$ cat config.mk
export PLATFORM = sky130hd
export DESIGN_NAME = fifo_word_packer
export DESIGN_NICKNAME = d
export VERILOG_FILES = /design/src/rtl/fifo_word_packer.sv
export SDC_FILE = /design/constraint.sdc
export NUM_CORES = 1
export LEC_CHECK = 0
export ABC_AREA = 1
export BUFFER_PORTS_ARGS = -buffer_cell sky130_fd_sc_hd__clkbuf_2
export CAP_MARGIN = 15
export CORE_ASPECT_RATIO = 0.5
export CORE_UTILIZATION = 34
export DETAILED_ROUTE_END_ITERATION = 16
export GPL_ROUTABILITY_DRIVEN = 1
export HOLD_SLACK_MARGIN = 0.08
export PLACE_DENSITY_LB_ADDON = 0.1
export SLEW_MARGIN = 20
export SYNTH_ARGS = -nofsm -noshare
export SYNTH_HDL_FRONTEND = slang
export SYNTH_SLANG_ARGS = --single-unit
$ cat constraint.sdc
create_clock -name clk -period 2.9 [get_ports clk]
set_clock_uncertainty 0.05 [all_clocks]
set_input_delay 0.435 -clock clk [delete_from_list [all_inputs] [get_ports clk]]
set_output_delay 0.435 -clock clk [all_outputs]
set_load 0.02 [all_outputs]
$ cat src/rtl/fifo_word_packer.sv
// fifo_word_packer: drains a byte FIFO with one-cycle read latency and packs
// BYTES_PER_WORD bytes per output word, first byte in the LSBs. Words leave
// on a valid/ready port; flush pushes out a zero-padded partial word.
//
// Handshake: out_valid rises with a word and stays high, with out_data and
// out_keep held, until the cycle where out_valid & out_ready are both high.
// That cycle is the transfer. A new word may load in the same cycle.
module fifo_word_packer #(
  parameter int DATA_WIDTH     = 8,
  parameter int BYTES_PER_WORD = 4,
  parameter int CNT_WIDTH      = 16
) (
  input  logic                               clk,
  input  logic                               rst,
  input  logic                               enable,
  input  logic                               flush,
  input  logic                               fifo_empty,
  input  logic [DATA_WIDTH-1:0]              fifo_data,
  input  logic                               fifo_data_valid,
  output logic                               fifo_request,
  output logic                               fifo_read_req,
  output logic [BYTES_PER_WORD*DATA_WIDTH-1:0] out_data,
  output logic [BYTES_PER_WORD-1:0]          out_keep,
  output logic                               out_valid,
  input  logic                               out_ready,
  output logic [CNT_WIDTH-1:0]               words_sent,
  output logic                               busy,
  output logic                               err_underflow,
  output logic [1:0]                         dbg_state_o
);

  localparam int N   = BYTES_PER_WORD;
  localparam int WW  = N * DATA_WIDTH;
  localparam int BCW = $clog2(N + 1);
  localparam logic [BCW-1:0] N_CNT = BCW'(N);
  localparam logic [BCW:0]   N_EXT = (BCW + 1)'(N);

  typedef enum logic [1:0] {
    S_IDLE  = 2'd0,
    S_RUN   = 2'd1,
    S_STOP  = 2'd2,
    S_FLUSH = 2'd3
  } state_t;

  state_t               state_q, state_d;
  logic [BCW-1:0]       byte_cnt_q, byte_cnt_d;
  logic                 rd_pending_q;
  logic [WW-1:0]        pack_q, pack_d;
  logic [WW-1:0]        out_data_q, out_data_d;
  logic [N-1:0]         out_keep_q, out_keep_d;
  logic                 out_valid_q, out_valid_d;
  logic [CNT_WIDTH-1:0] words_sent_q, words_sent_d;
  logic                 err_q, err_d;

  logic                 has_bytes;
  logic                 xfer;
  logic                 rd_req;
  logic [BCW-1:0]       cnt_base;
  logic [BCW:0]         inflight;

  // Transfer and read-issue decisions; a read is only issued if the lane it
  // will land in is free once any in-flight byte has been captured.
  always_comb begin
    has_bytes = (byte_cnt_q != '0);
    xfer      = ((byte_cnt_q == N_CNT) ||
                 (state_q == S_FLUSH && !rd_pending_q && has_bytes)) &&
                (!out_valid_q || out_ready);
    cnt_base  = xfer ? '0 : byte_cnt_q;
    inflight  = {1'b0, cnt_base} + {{BCW{1'b0}}, rd_pending_q};
    rd_req    = (state_q == S_RUN) && enable && !flush && !fifo_empty &&
                (inflight < N_EXT);
  end

  // State register.
  always_ff @(posedge clk or negedge rst) begin
    if (!rst) state_q <= S_IDLE;
    else      state_q <= state_d;
  end

  // Next-state logic; flush wins over a dropped enable in RUN.
  always_comb begin
    state_d = state_q;
    case (state_q)
      S_IDLE: begin
        if (enable)                 state_d = S_RUN;
        else if (flush && has_bytes) state_d = S_FLUSH;
      end
      S_RUN: begin
        if (flush)        state_d = (has_bytes || rd_pending_q) ? S_FLUSH : S_IDLE;
        else if (!enable) state_d = S_STOP;
      end
      S_STOP: begin
        if (!rd_pending_q) state_d = S_IDLE;
      end
      S_FLUSH: begin
        if (!rd_pending_q && (!has_bytes || xfer)) state_d = S_IDLE;
      end
      default: state_d = S_IDLE;
    endcase
  end

  // State-derived outputs; Request stays high while a byte is in flight.
  always_comb begin
    busy          = (state_q != S_IDLE);
    fifo_request  = (state_q != S_IDLE) || rd_pending_q;
    fifo_read_req = rd_req;
    dbg_state_o   = state_q;
  end

  // Pack register, byte count and output word next-state values.
  always_comb begin
    pack_d       = xfer ? '0 : pack_q;
    byte_cnt_d   = cnt_base;
    err_d        = err_q;
    out_data_d   = out_data_q;
    out_keep_d   = out_keep_q;
    out_valid_d  = out_valid_q;
    words_sent_d = words_sent_q;
    if (rd_pending_q) begin
      if (fifo_data_valid) begin
        for (int i = 0; i < N; i++) begin
          if (BCW'(i) == cnt_base) pack_d[i*DATA_WIDTH +: DATA_WIDTH] = fifo_data;
        end
        byte_cnt_d = cnt_base + BCW'(1);
      end else begin
        err_d = 1'b1;
      end
    end
    if (xfer) begin
      out_data_d  = pack_q;
      out_valid_d = 1'b1;
      for (int i = 0; i < N; i++) begin
        out_keep_d[i] = (BCW'(i) < byte_cnt_q);
      end
    end else if (out_valid_q && out_ready) begin
      out_valid_d = 1'b0;
    end
    if (out_valid_q && out_ready) words_sent_d = words_sent_q + CNT_WIDTH'(1);
  end

  // Datapath registers; reset discards partial bytes and any read in flight.
  always_ff @(posedge clk or negedge rst) begin
    if (!rst) begin
      byte_cnt_q   <= '0;
      rd_pending_q <= 1'b0;
      pack_q       <= '0;
      out_data_q   <= '0;
      out_keep_q   <= '0;
      out_valid_q  <= 1'b0;
      words_sent_q <= '0;
      err_q        <= 1'b0;
    end else begin
      byte_cnt_q   <= byte_cnt_d;
      rd_pending_q <= rd_req;
      pack_q       <= pack_d;
      out_data_q   <= out_data_d;
      out_keep_q   <= out_keep_d;
      out_valid_q  <= out_valid_d;
      words_sent_q <= words_sent_d;
      err_q        <= err_d;
    end
  end

  assign out_data      = out_data_q;
  assign out_keep      = out_keep_q;
  assign out_valid     = out_valid_q;
  assign words_sent    = words_sent_q;
  assign err_underflow = err_q;

endmodule
Yosys cells after proc, flatten, opt, wreduce, memory -nomap -nowiden

Cells that the tools add are included.

Add/subtract/negate cells: 3
$lt $le $gt $ge: 5
Reductions and logical operators: 27
Bitwise operators: 1
Muxes and demuxes: 20
Equality and inequality tests: 11

Operators by type and width:

| operator                | number |
|---|---|
| $mux W32                | 3 |
| $mux W8                 | 4 |
| $add A16 B1 Y16 const B | 1 |
| $mux W2                 | 7 |
| $logic_and A1 B1 Y1     | 10 |
| $mux W3                 | 3 |
| $pmux W2 S4             | 1 |
| $eq A2 B3 Y1 const A    | 2 |
| $lt A1 B3 Y1 const A    | 2 |
| $lt A2 B3 Y1 const A    | 2 |
| $ne A3 B3 Y1 const B    | 2 |
| $logic_not A1 Y1        | 5 |
| $logic_or A1 B1 Y1      | 5 |
| $add A3 B1 Y4           | 1 |
| $eq A2 B2 Y1 const B    | 2 |
| $lt A4 B3 Y1 const B    | 1 |
| $reduce_and A4 Y1       | 1 |
| $reduce_bool A2 Y1      | 2 |
| $add A3 B1 Y3 const B   | 1 |
| $eq A1 B3 Y1 const A    | 1 |
| $eq A3 B3 Y1 const B    | 1 |
| $logic_not A3 Y1        | 1 |
| $reduce_bool A3 Y1      | 1 |
| $eq A2 B1 Y1 const B    | 1 |
| 6 further kinds         | 7 |

Output and inout port bits: 59
Register bits after elaboration: 92
Word-level logic and storage cells: 76
Input port bits: 15

Depth between registers and ports, before layout

Gate-level depths: netlist of the first run.

Word-level depth: 10
Depth in mapped cells: 13
Depth with buffers taken out: 11

Worst setup path before layout of the first run

OpenSTA, ideal clock, no wires.

Path kind: register -> output
Start point: register state_q[1] (netlist: dbg_state_o[1])
End point: output fifo_read_req
Buffers on the path: 2
Cell stages (with the launch flop): 9
Path slack: 0.899 ns
Required time: 2.415 ns
Arrival time: 1.516 ns
Path through: dfrtp_1 -> nand3_1 -> nand2_1 -> nand3_4 -> buf_6 -> buf_6 -> nand2_1 -> inv_1 -> a21oi_1

Cells in the longest elaborated chain, start to end: 9
Elaborated cells between the ends (all ways): 13
Those cells by class: add/sub: 1; order compare: 1; eq/ne: 2; mux: 1; reduce/logical: 8

Ends and longest elaborated chain:

| what                              | line | source |
|---|---|---|
| start, declared                   | 45   | `state_t state_q, state_d;` |
| start signal, assigned            | 77   | `else state_q <= state_d;` |
| $eq A2 B2 Y1                      | 66   | `(state_q == S_FLUSH && !rd_pending_q && has_bytes)) &&` |
| $logic_and A1 B1 Y1 (2 in series) | 66   |  |
| $logic_or A1 B1 Y1                | 65   | `xfer = ((byte_cnt_q == N_CNT) \|\|` |
| $logic_and A1 B1 Y1               | 66   |  |
| $mux W3                           | 68   | `cnt_base = xfer ? '0 : byte_cnt_q;` |
| $add A3 B1 Y4                     | 69   | `inflight = {1'b0, cnt_base} + {{BCW{1'b0}}, rd_pending_q};` |
| $lt A4 B3 Y1                      | 71   | `(inflight < N_EXT);` |
| $logic_and A1 B1 Y1 *             | 70   | `rd_req = (state_q == S_RUN) && enable && !flush && !fifo_empty &&` |
| end, declared                     | 21   | `output logic fifo_read_req,` |

Mark *: on every way between the ends. The rest lies on a longest branch, timed or not.

Final worst setup path of the first run

Start point: register rd_pending_q
End point: output fifo_read_req

Cells in the longest elaborated chain, start to end: 9

Ends and longest elaborated chain:

| what                              | line | source |
|---|---|---|
| start, declared                   | 47   | `logic rd_pending_q;` |
| start signal, assigned            | 154  | `rd_pending_q <= rd_req;` |
| $logic_not A1 Y1                  | 66   |  |
| $logic_and A1 B1 Y1 (2 in series) | 66   |  |
| $logic_or A1 B1 Y1                | 65   |  |
| $logic_and A1 B1 Y1               | 66   |  |
| $mux W3                           | 68   |  |
| $add A3 B1 Y4 *                   | 69   |  |
| $lt A4 B3 Y1 *                    | 71   |  |
| $logic_and A1 B1 Y1 *             | 70   |  |

Marked as above.

==> results of run 1 <==
## cells by family (layout without fill, tap and decap cells)
logic type	after synthesis	in the layout
XOR/XNOR	12	12
flip-flops	92	92
buffers and inverters	77	156
AO/OA/AOI/OAI	43	43
adder cells (fa/ha/maj)	5	5
AND/OR/NAND/NOR	266	266
## worst paths after layout
check | startpoint | endpoint | slack (ns)
setup / recovery | rd_pending_q$_DFF_PN0_ | fifo_read_req | 0.50
min in group asynchronous | rst | words_sent[1]$_DFFE_PN0P_ | 0.51
hold / removal | fifo_data_valid | err_underflow$_DFFE_PN0P_ | 0.25
max in group asynchronous | rst | pack_q[5]$_DFF_PN0_ | 1.59
hold reg to reg | out_keep[0]$_DFFE_PN0P_ | out_keep[0]$_DFFE_PN0P_ | 0.41
setup reg to reg | byte_cnt_q[2]$_DFF_PN0_ | pack_q[9]$_DFF_PN0_ | 0.87
## power breakdown
part,internal (mW),switching [mW]
clock network,0.705,0.476
logic,0.339,0.773
registers,1.48,0.136
## sequential cells by signal (all words and copies together), names as in the netlist, 2 cells and up
register	cells
byte_cnt_q	3
dbg_state_o	2
out_data	32
out_keep	4
pack_q	32
words_sent	16
## through the flow
step	total power, mW	area [µm²]	setup WS (ns)	std cells
6_report	3.91	5060	0.498	739
5_1_grt	4.16	5060	0.291	739
4_1_cts	3.97	5060	0.456	739
3_5_place_dp	2.77	4760	0.710	724
3_3_place_gp	2.77	4760	0.697	724
2_1_floorplan	2.42	4240	0.899	495
## layout make-up
cell class,count,area [µm²],area share (%)
inverters,62,233,4.60
clock inverters,2,35.0,0.692
multi-input cells,326,1600,31.5
repair buffers,80,435,8.60
well taps,165,206,4.08
flip-flops and latches,92,2300,45.5
clock buffers,12,256,5.07
## cells in the final DEF (no fill, tap or decap)
| cell | count |
|---|---|
| sky130_fd_sc_hd__a21oi_1 | 1 |
| sky130_fd_sc_hd__and2_1 | 1 |
| sky130_fd_sc_hd__buf_12 | 1 |
| sky130_fd_sc_hd__buf_4 | 6 |
| sky130_fd_sc_hd__bufinv_16 | 1 |
| sky130_fd_sc_hd__clkbuf_1 | 1 |
| sky130_fd_sc_hd__clkbuf_16 | 9 |
| sky130_fd_sc_hd__clkbuf_2 | 72 |
| sky130_fd_sc_hd__clkbuf_8 | 2 |
| sky130_fd_sc_hd__clkinv_1 | 1 |
| sky130_fd_sc_hd__clkinv_2 | 1 |
| sky130_fd_sc_hd__dfrtp_1 | 92 |
| sky130_fd_sc_hd__dlygate4sd3_1 | 1 |
| sky130_fd_sc_hd__ha_1 | 5 |
| sky130_fd_sc_hd__inv_1 | 58 |
| sky130_fd_sc_hd__inv_2 | 3 |
| sky130_fd_sc_hd__nand2_1 | 206 |
| sky130_fd_sc_hd__nand2_2 | 2 |
| sky130_fd_sc_hd__nand2_4 | 1 |
| sky130_fd_sc_hd__nand3_1 | 19 |
| sky130_fd_sc_hd__nand3_4 | 4 |
| sky130_fd_sc_hd__nand4_1 | 8 |
| sky130_fd_sc_hd__nor2_1 | 19 |
| sky130_fd_sc_hd__nor2_2 | 1 |
| sky130_fd_sc_hd__nor3_1 | 4 |
| sky130_fd_sc_hd__o21a_1 | 1 |
| sky130_fd_sc_hd__o21ai_0 | 17 |
| sky130_fd_sc_hd__o21ai_2 | 22 |
| sky130_fd_sc_hd__o21bai_1 | 2 |
| sky130_fd_sc_hd__or2_2 | 1 |
| sky130_fd_sc_hd__xnor2_1 | 2 |
| sky130_fd_sc_hd__xor2_1 | 10 |
## layer usage
metal | GRT usage, % | wire (µm) | vias to the layer above
met1 | 22.1 | 5020 | 1471
met2 | 24.7 | 3960 | 54
li1 | - | - | 1676
met4 | 4.57 | 90 | 0
met3 | 4.39 | 406 | 9
met5 | 0 | 0 | -
==> flow_results.org, run 1 <==
** CTS
- Clock tree synthesis selected as its root buffer the cell sky130_fd_sc_hd__clkbuf_16.
- In this run the deepest clock path goes through 2 buffers.
- Once the clock tree was built, the resizer swapped 0 gates to a different size.
- TritonCTS built the clock tree.
- Insertion delay to the later sink of the worst-skew pair :: 0.34 ns
- Buffers added to address setup during post-CTS repair amount to 0.
- The H-tree was split into 3 levels.
- Counting every sink on the clock net gives 92.
- Number of hold buffers added after cts :: 1
- Counting the buffers created by CTS gives 9.
- Clock transition at the registers of the reported paths :: 0.07 ns

** Yosys
- By area, the combinational part of the netlist is dominated by simple AND/OR/NAND/NOR gates.
- The number of nets handed over by synthesis was 515.
- Flop and latch count out of synthesis :: 92
- Ranking of synthesized cells by instance count :: 206 x sky130_fd_sc_hd__nand2_1, 92 x sky130_fd_sc_hd__dfrtp_1, 58 x sky130_fd_sc_hd__inv_1
- Count leader, synth :: sky130_fd_sc_hd__nand2_1
- Of the post-synthesis cell area, the part taken by muxes is 0%.
- The netlist uses 25 different library cells.
- Synthesis produced a netlist whose cell count is 495.
- The synthesized netlist devotes 26.5% of its cell area to simple gates.
- In the synthesized netlist the dominant register cell turns out to be sky130_fd_sc_hd__dfrtp_1.
- Portion of synthesized cell area occupied by the leading cell type :: 54.3%
- Summing the sequential cell areas from Yosys gives between 50% and 60% of the chip area.
- Async SR Flop Fraction :: 100%
- By area the synthesized netlist is led by sky130_fd_sc_hd__dfrtp_1 54%, sky130_fd_sc_hd__nand2_1 18%, sky130_fd_sc_hd__inv_1 5.1%.
- Yosys warnings :: 0
- Cell taking the most area after synthesis :: sky130_fd_sc_hd__dfrtp_1
- Fraction of the mapped netlist area in compound gates :: 7.21%
- Mean instance size in the synthesized netlist :: 8.56 µm²
- Yosys mapped a number of flops with a built-in enable equal to 0.
- Of the total synthesized cell area, the portion taken by full adders, half adders and majority gates is 1.48%.
- Summing every instance area after synthesis gives 4240 µm².
- Parity-gate share of the synthesized area counting xor and xnor cells :: 2.48%

** Routing
- After detailed routing, the number of vias per cell comes to between 4 and 5.
- The first detailed-routing pass ran for 4 iterations.
- In the final routed layout, each cell accounts on average for 12.8 µm.
- Wires add up to around 9.5 mm.
- Via Count :: 3210
- In the routed design, unresolved DRC markers number 0.
- Violation count after the first detailed-routing iteration :: approximately 190
- In this run the remaining antenna-violating nets after routing total 0.

** Setup path
- The critical path is of the reg2out type.
- The slowest stage of the critical path belongs to the cell sky130_fd_sc_hd__dfrtp_1.
- STA classifies the critical path endpoint as an output pin.
- Number of cell instances on the worst register-to-register path :: 9
- Most frequent cell on the critical path :: sky130_fd_sc_hd__nand2_1
- Among cell families on the critical path, the largest total delay comes from simple AND/OR/NAND/NOR gates.
- The signal on the critical path passes through inv_2 > nand3_1 > nand2_1 > nand3_4 > nand2_4 > nand2_1 > a21oi_1 > clkbuf_2.
- Critical Path Source Type :: flop
- For the worst setup path, the data required time is 2.41 ns.
- Worst stage delay on the critical path :: 0.41 ns
- Highest fanout seen on the critical path :: 20
- Critical path depth :: 8
- CP Data Arrival Time :: 1.92 ns
- Critical path buffer and inverter count :: 2

** STA
- For the finished layout, the period the worst path requires is between 2 and 2.5 ns.
- Count of pins over their slew limit :: 0
- Post-route clock period utilization :: 82.8%
- Setup Total Neg Slack :: 0 ns
- Pin slew with the least headroom to its limit :: 0.615 ns
- Fin Hold WS :: 0.254 ns
- Based on the critical path, the design can be clocked at up to 416 MHz.
- Setup violations remaining at the end of the flow were counted as 0.
- Max-slew headroom at the worst pin :: 58.7%
- The final count of hold timing violations was 0.
- Unrepaired setup endpoints after global routing :: false

** Power and ir drop
- Leak :: 2.90 nW
- Largest voltage drop on the vdd net :: 0.399 mV
- Cell area power density :: 771 nW/µm²

** Die
- Row generation in the floorplan step produced 28 rows.
- Die width :: 160 µm
- Die height :: around 80 µm
- 74 I/O pins were placed.
- Core ar. :: 12000 µm²
- Die Outline Area :: 12900 µm²
- Initial standard-cell utilization of the core :: a little over a third

** Layout
- Measured on the finished design, the core utilization comes to between 40 and 50%.
- Layout cell share with drive strength beyond 1 :: between 20% and 30%
- Antenna fix cells :: 0
- Number of inserted filler cells in the final layout :: approximately 1300
- Nets@finish :: between 500 and 600
- From synthesis to final layout, the design area changed by 19.5%.

** Job
- Number of violations of the max-capacitance limit :: 0

** Worst hold path
- The worst hold path belongs to the class in2reg.
- The worst hold path passes through 2 cells.

** Global route
- The number of global-route vias before repair was slightly above 3000.
- Maximum number of pins on one net before global-route repair :: 42
- Sum of overflow across all layers after global routing :: 0
- All-layer global routing usage :: 16.0%
- The number of antenna violations at the first check in global routing was 0.
- The first global-routing pass estimated 15.9 mm of wire.

** Placed design
- Final weighted congestion in routability-driven placement :: 0.784
- The wire-length estimate of the detail-placed layout is 6.50 mm.
- Count of port buffers added during placement :: between 70 and 80

** Outcome
- Run status :: complete, no violations
No activity file was read; power rests on OpenSTA's default activity.
==> run 2: changes to the inputs <==
--- a/config.mk
+++ b/config.mk
@@ -5,7 +5,7 @@
 export SDC_FILE = /design/constraint.sdc
 export NUM_CORES = 1
 export LEC_CHECK = 0
-export ABC_AREA = 1
+export ABC_AREA = 0
 export BUFFER_PORTS_ARGS = -buffer_cell sky130_fd_sc_hd__clkbuf_2
 export CAP_MARGIN = 15
 export CORE_ASPECT_RATIO = 0.5
==> constraint.sdc (replaced) <==
create_clock -name clk -period 2.2 [get_ports clk]
set_clock_uncertainty 0.05 [all_clocks]
set_input_delay 0.33 -clock clk [delete_from_list [all_inputs] [get_ports clk]]
set_output_delay 0.33 -clock clk [all_outputs]
set_load 0.02 [all_outputs]
==> flow_results.org, run 2 <==
** Setup path
- The worst register-to-register path ends at pack_q[26]$_DFF_PN0_.
- Highest fanout seen on the critical path :: 5
- Worst reg2reg startpoint :: byte_cnt_q[0]$_DFF_PN0_
- Data on the critical path arrives at its endpoint at between 1.5 and 2 ns.
- Worst-case register-to-register setup slack :: roughly 0.17 ns
- The worst setup path is launched from a flop.
- Worst Setup Path Type :: reg2out
- The critical path starts at byte_cnt_q[0]$_DFF_PN0_.
- STA puts the critical path data required time at between 1.5 and 2 ns.
- STA classifies the critical path endpoint as an output pin.
- Number of cell instances on the worst register-to-register path :: 8

** Yosys
- Multiplexer fraction of the synthesized cell area :: approximately 13%
- The synthesized netlist contains 42 unique library cells.
- Parity-gate share of the synthesized area counting xor and xnor cells :: 3.48%
- Dominant synthesized flop cell :: sky130_fd_sc_hd__dfrtp_1
- Portion of synthesized cell area occupied by the leading cell type :: 57.2%
- Flop and latch count out of synthesis :: 92
- Mean instance size in the synthesized netlist :: between 10 and 15 µm²
- The largest total area in the synthesized netlist belongs to sky130_fd_sc_hd__dfrtp_1.
- The cell count after synthesis came out at 317.
- The number of nets handed over by synthesis was 337.
- Area share of and/or/nand/nor cells after synthesis :: under 10%
- Async SR Flop Fraction :: 100%
- Yosys mapped a number of flops with a built-in enable equal to 0.
- The mapped netlist covers 4030 µm².
- After synthesis, flip-flops and latches occupy 57.2% of the total area.
- The synthesized netlist devotes 12.4% of its cell area to compound gates.
- Ranking of synthesized cells by instance count :: 92 x sky130_fd_sc_hd__dfrtp_1, 41 x sky130_fd_sc_hd__o21ai_0, 33 x sky130_fd_sc_hd__mux2_4
- Of the total synthesized cell area, the portion taken by full adders, half adders and majority gates is 1.55%.
- After synthesis, the largest family of logic cells by area is multiplexers.
- For this run, the number of Yosys warnings is 0.
- Area contributors post-synth :: sky130_fd_sc_hd__dfrtp_1 57%, sky130_fd_sc_hd__mux2_4 12%, sky130_fd_sc_hd__o2bb2ai_1 5.4%
- Count leader, synth :: sky130_fd_sc_hd__dfrtp_1

** Power and ir drop
- The worst-case IR drop observed on VDD is 0.388 mV.
- Internal cell power :: 3.39 mW
- Leak :: roughly 2.4 nW
- Of the total power, registers draw 43.6%.
- Clk pwr share :: 28.0%
- Cell area power density :: 1020 nW/µm²
- Comb pwr share :: 28.5%
- The analysis attributes to net switching a power of between 1.5 and 2 mW.
- The design draws 5.05 mW.
- Switching power share of the total :: approximately a third

** CTS
- TritonCTS clock tree :: built
- Clock latency on the worst-skew pair, taken at its later pin, is around 0.33 ns.
- Master cell of the clock root buffer :: sky130_fd_sc_hd__clkbuf_16
- CTS max path bufs :: 2
- The clock tree synthesis step divided the H-tree into 3 levels.
- After clock tree synthesis, the clock-pin slew on the worst setup and hold paths is 0.06 ns.
- Counting the buffers created by CTS gives 9.
- Clock tree synthesis found a total of 92 sinks.

** Die
- Initial standard-cell utilization of the core :: 35.8%
- From bottom edge to top edge, the die measures 79.0 µm.
- 74 I/O pins were placed.
- Die width :: 156 µm
- Row Count :: 27
- Core ar. :: 11200 µm²
- Die Outline Area :: ~12000 µm²

** Outcome
- Run status :: complete, no violations

** Layout
- The final layout contains approximately 430 nets.
- Leaving out fill and tap cells, the most frequent cell in the layout is sky130_fd_sc_hd__dfrtp_1.
- Non-Filler Cell Area, Final :: between 4000 and 5000 µm²
- Top library cells by usage in the layout, fill and taps aside :: 90 x sky130_fd_sc_hd__dfrtp_1, 71 x sky130_fd_sc_hd__clkbuf_2, 40 x sky130_fd_sc_hd__o21ai_0
- Post-route core utilization :: 44.2%
- Layout cell share with drive strength beyond 1 :: between 30% and 40%
- From synthesis to final layout, the design area changed by 23.4%.
- Counting the fill cells in the layout gives between 1000 and 1500.
- The number of antenna diodes in the final layout is 0.

** STA
- Final setup violation count :: 0
- Count of pins over their slew limit :: 0
- In the finished design, the share of the clock period the worst path needs comes to 97.2%.
- Unrepaired setup endpoints after global routing :: false
- Period minus WS final :: 2.14 ns
- At the pin with the least slew margin, the transition time is 0.524 ns.
- The final count of hold timing violations came to 0.
- Measured against its own limit, the worst slew margin works out to about two thirds.
- Derived from the worst setup path, the maximum achievable clock frequency is 468 MHz.

** Routing
- The first detailed-routing pass ran for 4 iterations.
- In the routed design, unresolved DRC markers number 0.
- In the final routed layout, each cell accounts on average for 15.9 µm.
- Final ANT Viol Nets :: 0
- After detailed routing, the number of vias per cell comes to 4.82.
- After detailed routing, the total wire length is 9.15 mm.
- After the first detailed-routing iteration, the DRC count stood at 157.
- Via Count :: 2773

** Worst hold path
- For hold timing, the worst endpoint is err_underflow$_DFFE_PN0P_.
- Critical hold path startpoint :: fifo_data_valid
- Worst hold path class :: in2reg
- Hold path depth :: 2

** Placed design
- Placement Cell Area :: roughly 4600 µm²
- Detailed placement ended at an HPWL of 6.35 mm.
- Count of port buffers added during placement :: 73
- Routability-driven placement finished with a final weighted congestion of 0.761.

** Global route
- The first global-routing pass estimated between 15 and 20 mm of wire.
- After global routing the overflow that remains totals 0.
- Number of antenna violations at the first check in global routing :: 0
- Number of global-route vias before repair :: between 2000 and 3000
- Entering global routing, the biggest net connects 39 pins.
- Global routing consumed, over all layers together, between 10% and 20% of the routing resources.

** Job
- Max-cap violations in this run came to 0.
## run 2: cell types whose count changed after synthesis, sizes merged, moves of 5 or more
cell and change:
buf -5, mux2 +34, xnor2 +7, o2bb2ai +25, inv -56, nand2 -178, nand3 -17, nand4 -6
nor2 -6
## run 2: how the worst max path moves through the flow
stage                      endpoint  cells past startpoint
2_1_floorplan  pack_q[24]$_DFF_PN0_                     12
3_3_place_gp   pack_q[18]$_DFF_PN0_                      8
3_5_place_dp   pack_q[19]$_DFF_PN0_                      8
4_1_cts               fifo_read_req                      6
5_1_grt               fifo_read_req                      6
6_report              fifo_read_req                      6
## run 2: power groups by stage
stage               registers [mW]  clock network, mW  logic [mW]
floorplan                     2.43                  0       0.726
global placement              2.22                  0        1.38
detailed placement            2.24                  0        1.40
CTS                           2.21               1.45        1.41
global route                  2.24               1.54        1.58
finish                        2.20               1.41        1.44
## run 2: critical path, cell delays in order (launching register included)
cell and delay [ns]:
sky130_fd_sc_hd__dfrtp_2 0.45, sky130_fd_sc_hd__nor2_4 0.16, sky130_fd_sc_hd__mux2i_4 0.27, sky130_fd_sc_hd__buf_6 0.15, sky130_fd_sc_hd__nor2_4 0.05, sky130_fd_sc_hd__o21a_1 0.20, sky130_fd_sc_hd__buf_2 0.16
## run 2: area by class of cell
type | count | area [µm²] | share of cell area [%]
clock buffers | 10 | 229 | 4.61
flip-flops and latches | 92 | 2300 | 46.4
inverters | 5 | 18.8 | 0.378
clock inverters | 6 | 40.0 | 0.806
repair buffers | 96 | 559 | 11.3
multi-input cells | 207 | 1620 | 32.6
well taps | 159 | 199 | 4.00
## run 2: metal layers
metal / vias up / routed length, µm / global-route usage, %
li1: 1318 / - / -
met1: 1398 / 4660 / 22.1
met2: 52 / 4030 / 24.6
met3: 5 / 393 / 4.42
met4: 0 / 68 / 4.31
met5: - / 0 / 0
## run 2: through the flow
| step | setup slack (ns) | instances | setup TNS, ns | hold slack, ns |
|---|---|---|---|---|
| CTS | 0.0156 | 571 | 0 | 0.170 |
| global placement | -0.0434 | 554 | -0.309 | 0.280 |
| floorplan | 0.00567 | 317 | 0 | -0.0156 |
| detailed placement | -0.140 | 554 | -1.31 | 0.292 |
| finish | 0.0616 | 575 | 0 | 0.186 |
| global route | 0.00151 | 575 | 0 | 0.178 |
## run 2: logic make-up (layout without fill, tap and decap cells)
kind of cell | after synthesis | in the layout
flops | 92 | 92
buf+inv | 18 | 117
simple gates | 74 | 74
fa+ha+maj | 5 | 5
compound gates | 76 | 76
mux | 36 | 36
xor+xnor | 16 | 16
## run 2: what timing repair did
| item | CTS | global route |
|---|---|---|
| resized for setup | 3 | 3 |
| pin swaps | 0 | 2 |
| setup buffers | 0 | 4 |
| endpoints found under the hold margin | 35 | 0 |
| hold buffers | 1 | 0 |
| setup endpoints to repair | 9 | 18 |
==> run 3: changes to the inputs <==
--- a/config.mk
+++ b/config.mk
@@ -9,7 +9,7 @@
 export BUFFER_PORTS_ARGS = -buffer_cell sky130_fd_sc_hd__clkbuf_2
 export CAP_MARGIN = 15
 export CORE_ASPECT_RATIO = 0.5
-export CORE_UTILIZATION = 34
+export CORE_UTILIZATION = 48
 export DETAILED_ROUTE_END_ITERATION = 16
 export GPL_ROUTABILITY_DRIVEN = 1
 export HOLD_SLACK_MARGIN = 0.08
==> flow_results.org, run 3 (synthesized netlist as in run 2, its figures left out) <==
** Outcome
- The flow ran to the end, and the final reports show no timing, DRC or antenna violations.

** CTS
- CTS max path bufs :: 2
- Master cell of the clock root buffer :: sky130_fd_sc_hd__clkbuf_16
- Deepest level of the CTS H-tree :: 3
- For this design, the sink count on the clock tree is 92.
- Number of buffers created by CTS :: 9
- TritonCTS built the clock tree.
- The later pin in the worst-skew pair is clocked with a latency of 0.34 ns.
- Clock-pin slew was measured on the worst setup and hold paths at approximately 0.06 ns.

** Setup path
- Kind of end point of the critical path :: output pin
- Critical Path Source Type :: flop
- Worst-path cell with the longest stage delay :: sky130_fd_sc_hd__dfrtp_2
- List of cells traversed by the critical path :: nor2_4 > mux2i_4 > buf_6 > nor2_4 > o21a_1 > buf_6
- STA puts the critical path data required time at 1.82 ns.
- CP Data Arrival Time :: 1.75 ns
- Highest fanout seen on the critical path :: 4
- The largest single stage delay on the critical path is about 0.44 ns.
- Measured in cells, the most critical reg-to-reg path has a length of 8.
- The critical path is of the reg2out type.

** STA
- Final setup violation count :: 0
- The final critical path takes up between 90% and 100% of the cycle.
- Count of pins over their slew limit :: 0
- The smallest clock period supported by the final layout is computed as 2.13 ns.
- Top achievable clock speed :: 470 MHz
- The final count of hold timing violations is 0.
- Slack of the critical path :: 0.0745 ns
- Hold timing on the final database bottoms out at a slack of approximately 0.19 ns.
- Max-slew headroom at the worst pin :: 68.5%
- For the pin with the worst max-slew slack, the measured transition is roughly 0.47 ns.
- Unrepaired setup endpoints after global routing :: true

** Global route
- The number of global-route vias before repair came to 2702.
- All-layer global routing usage :: 21.1%
- Number of antenna violations at the first check in global routing :: 0
- Maximum number of pins on one net before global-route repair :: 44
- Sum of overflow across all layers after global routing :: 0
- First-pass GRT wire length :: 13.9 mm

** Layout
- Top library cells by usage in the layout, fill and taps aside :: 90 x sky130_fd_sc_hd__dfrtp_1, 71 x sky130_fd_sc_hd__clkbuf_2, 38 x sky130_fd_sc_hd__o21ai_0
- The number of antenna diodes in the final layout is 0.
- For this run, the number of standard cells in the final layout without fillers is 525.
- For this run, the share of the core covered by cells in the final layout is between 60% and 70%.
- Area growth syn-to-layout :: 21.9%
- In the final design database the tool counted 429 nets.
- Leading cell type in the layout, fill and taps excluded :: sky130_fd_sc_hd__dfrtp_1
- Of the cells placed in the final design, the portion with a size suffix greater than 1 is 36.6%.

** Power and ir drop
- Overall power :: 5.05 mW
- In this run the power density over the cells is just over 1000 nW/µm².
- IR analysis of the VDD net gives a maximum drop of 0.437 mV.
- Summed over all cells, the static leakage comes to 2.41 nW.

** Die
- 74 I/O pins were placed.
- Die Outline Area :: a little under 9000 µm²
- Die width :: 132 µm
- Core ar. :: 8060 µm²
- Measured along the y axis, the die boundary spans 66.8 µm.
- The floorplan has 23 rows.
- The initial utilization of the core area, before any placement, comes to 50.0%.

** Worst hold path
- Along the worst hold path, the cell count comes to 2.
- Worst hold path class :: in2reg

** Routing
- Total DRC errors in the routed layout :: 0
- After detailed routing, the total wire length is 8.42 mm.
- Via Count :: 2766
- Using the TritonRoute via totals, the vias-per-cell ratio works out to 5.27.
- Length of the first detailed-routing pass in iterations :: 4
- After detailed routing, the average wire length per cell comes to 16.0 µm.
- Violation count after the first detailed-routing iteration :: 133
- In this run the remaining antenna-violating nets after routing total 0.

** Placed design
- At the placement stage, the worst setup path has a slack of -0.335 ns.
- Post-detail-place hpwl :: 5.89 mm
- Final weighted congestion in routability-driven placement :: 0.788
- Count of port buffers added during placement :: 73
- Cell total after placement :: 505

** Job
- The tool flagged a number of max-cap violations equal to 0.
-- run 3: changes by cell type in the layout (fill, tap and decap cells not counted) --
cell                         delta
sky130_fd_sc_hd__buf_4          -2
sky130_fd_sc_hd__clkbuf_8       +2
sky130_fd_sc_hd__o21ai_0        -2
sky130_fd_sc_hd__o21ai_1        +2
sky130_fd_sc_hd__buf_2          -1
sky130_fd_sc_hd__buf_6          +1
sky130_fd_sc_hd__clkbuf_1       +1
sky130_fd_sc_hd__clkinv_2       -1
sky130_fd_sc_hd__clkinv_4       -1
sky130_fd_sc_hd__clkinvlp_4     -1
sky130_fd_sc_hd__inv_6          -1
sky130_fd_sc_hd__nor2_2         -1
sky130_fd_sc_hd__nor2_4         +1
-- run 3: what timing repair did --
action                                  CTS  global route
hold buffers                              1             0
pin swaps                                 0             2
hold endpoints to repair                 26             0
buffers inserted                          0             4
endpoints found under the setup margin   17            18
resized for setup                         4             7
-- run 3: area by class of cell --
cell class,instances,area [µm²]
clock buffer,13,260
tap,112,140
inverter,5,18.8
clock inverter,2,10.0
multi-input combinational,207,1620
timing repair buffer,94,551
fill,676,3150
sequential,92,2300
-- run 3: worst paths after layout --
path / startpoint / end / slack (ns)
worst max-delay path: byte_cnt_q[0]$_DFF_PN0_ / fifo_read_req / 0.07
worst min-delay path: fifo_data_valid / err_underflow$_DFFE_PN0P_ / 0.19
worst max register to register: byte_cnt_q[0]$_DFF_PN0_ / pack_q[21]$_DFF_PN0_ / 0.19
worst min register to register: words_sent[15]$_DFFE_PN0P_ / words_sent[15]$_DFFE_PN0P_ / 0.42
max in group asynchronous: rst / dbg_state_o[0]$_DFFE_PN0P_ / 1.07
min in group asynchronous: rst / words_sent[14]$_DFFE_PN0P_ / 0.40
-- run 3: routing by layer --
layer	global-route usage, %	routed length [µm]	up-vias
met3	7.23	392	10
met4	7.27	114	0
met1	27.5	4150	1370
met2	33.1	3760	75
met5	0	0	-
li1	-	-	1311
-- run 3: per-stage QoR --
stage          area (µm²)   TNS, ns
2_1_floorplan        4030         0
3_3_place_gp         4570    -0.536
3_5_place_dp         4570     -3.08
4_1_cts              4860         0
5_1_grt              4910  -0.00757
6_report             4910         0
-- run 3: report_power, final --
| group | internal [mW] | leakage, nW | switching (mW) |
|---|---|---|---|
| sequential | 2.00 | 1.24 | 0.199 |
| combinational | 0.626 | 1.03 | 0.808 |
| clock | 0.818 | 0.135 | 0.598 |
-- run 3: worst max-delay path, delay by kind of cell, from the launching register on --
family | cells | cell delay [ns]
buffers and inverters | 2 | 0.28
multiplexers | 1 | 0.29
flip-flops | 1 | 0.44
AND/OR/NAND/NOR | 2 | 0.19
AO/OA/AOI/OAI | 1 | 0.20
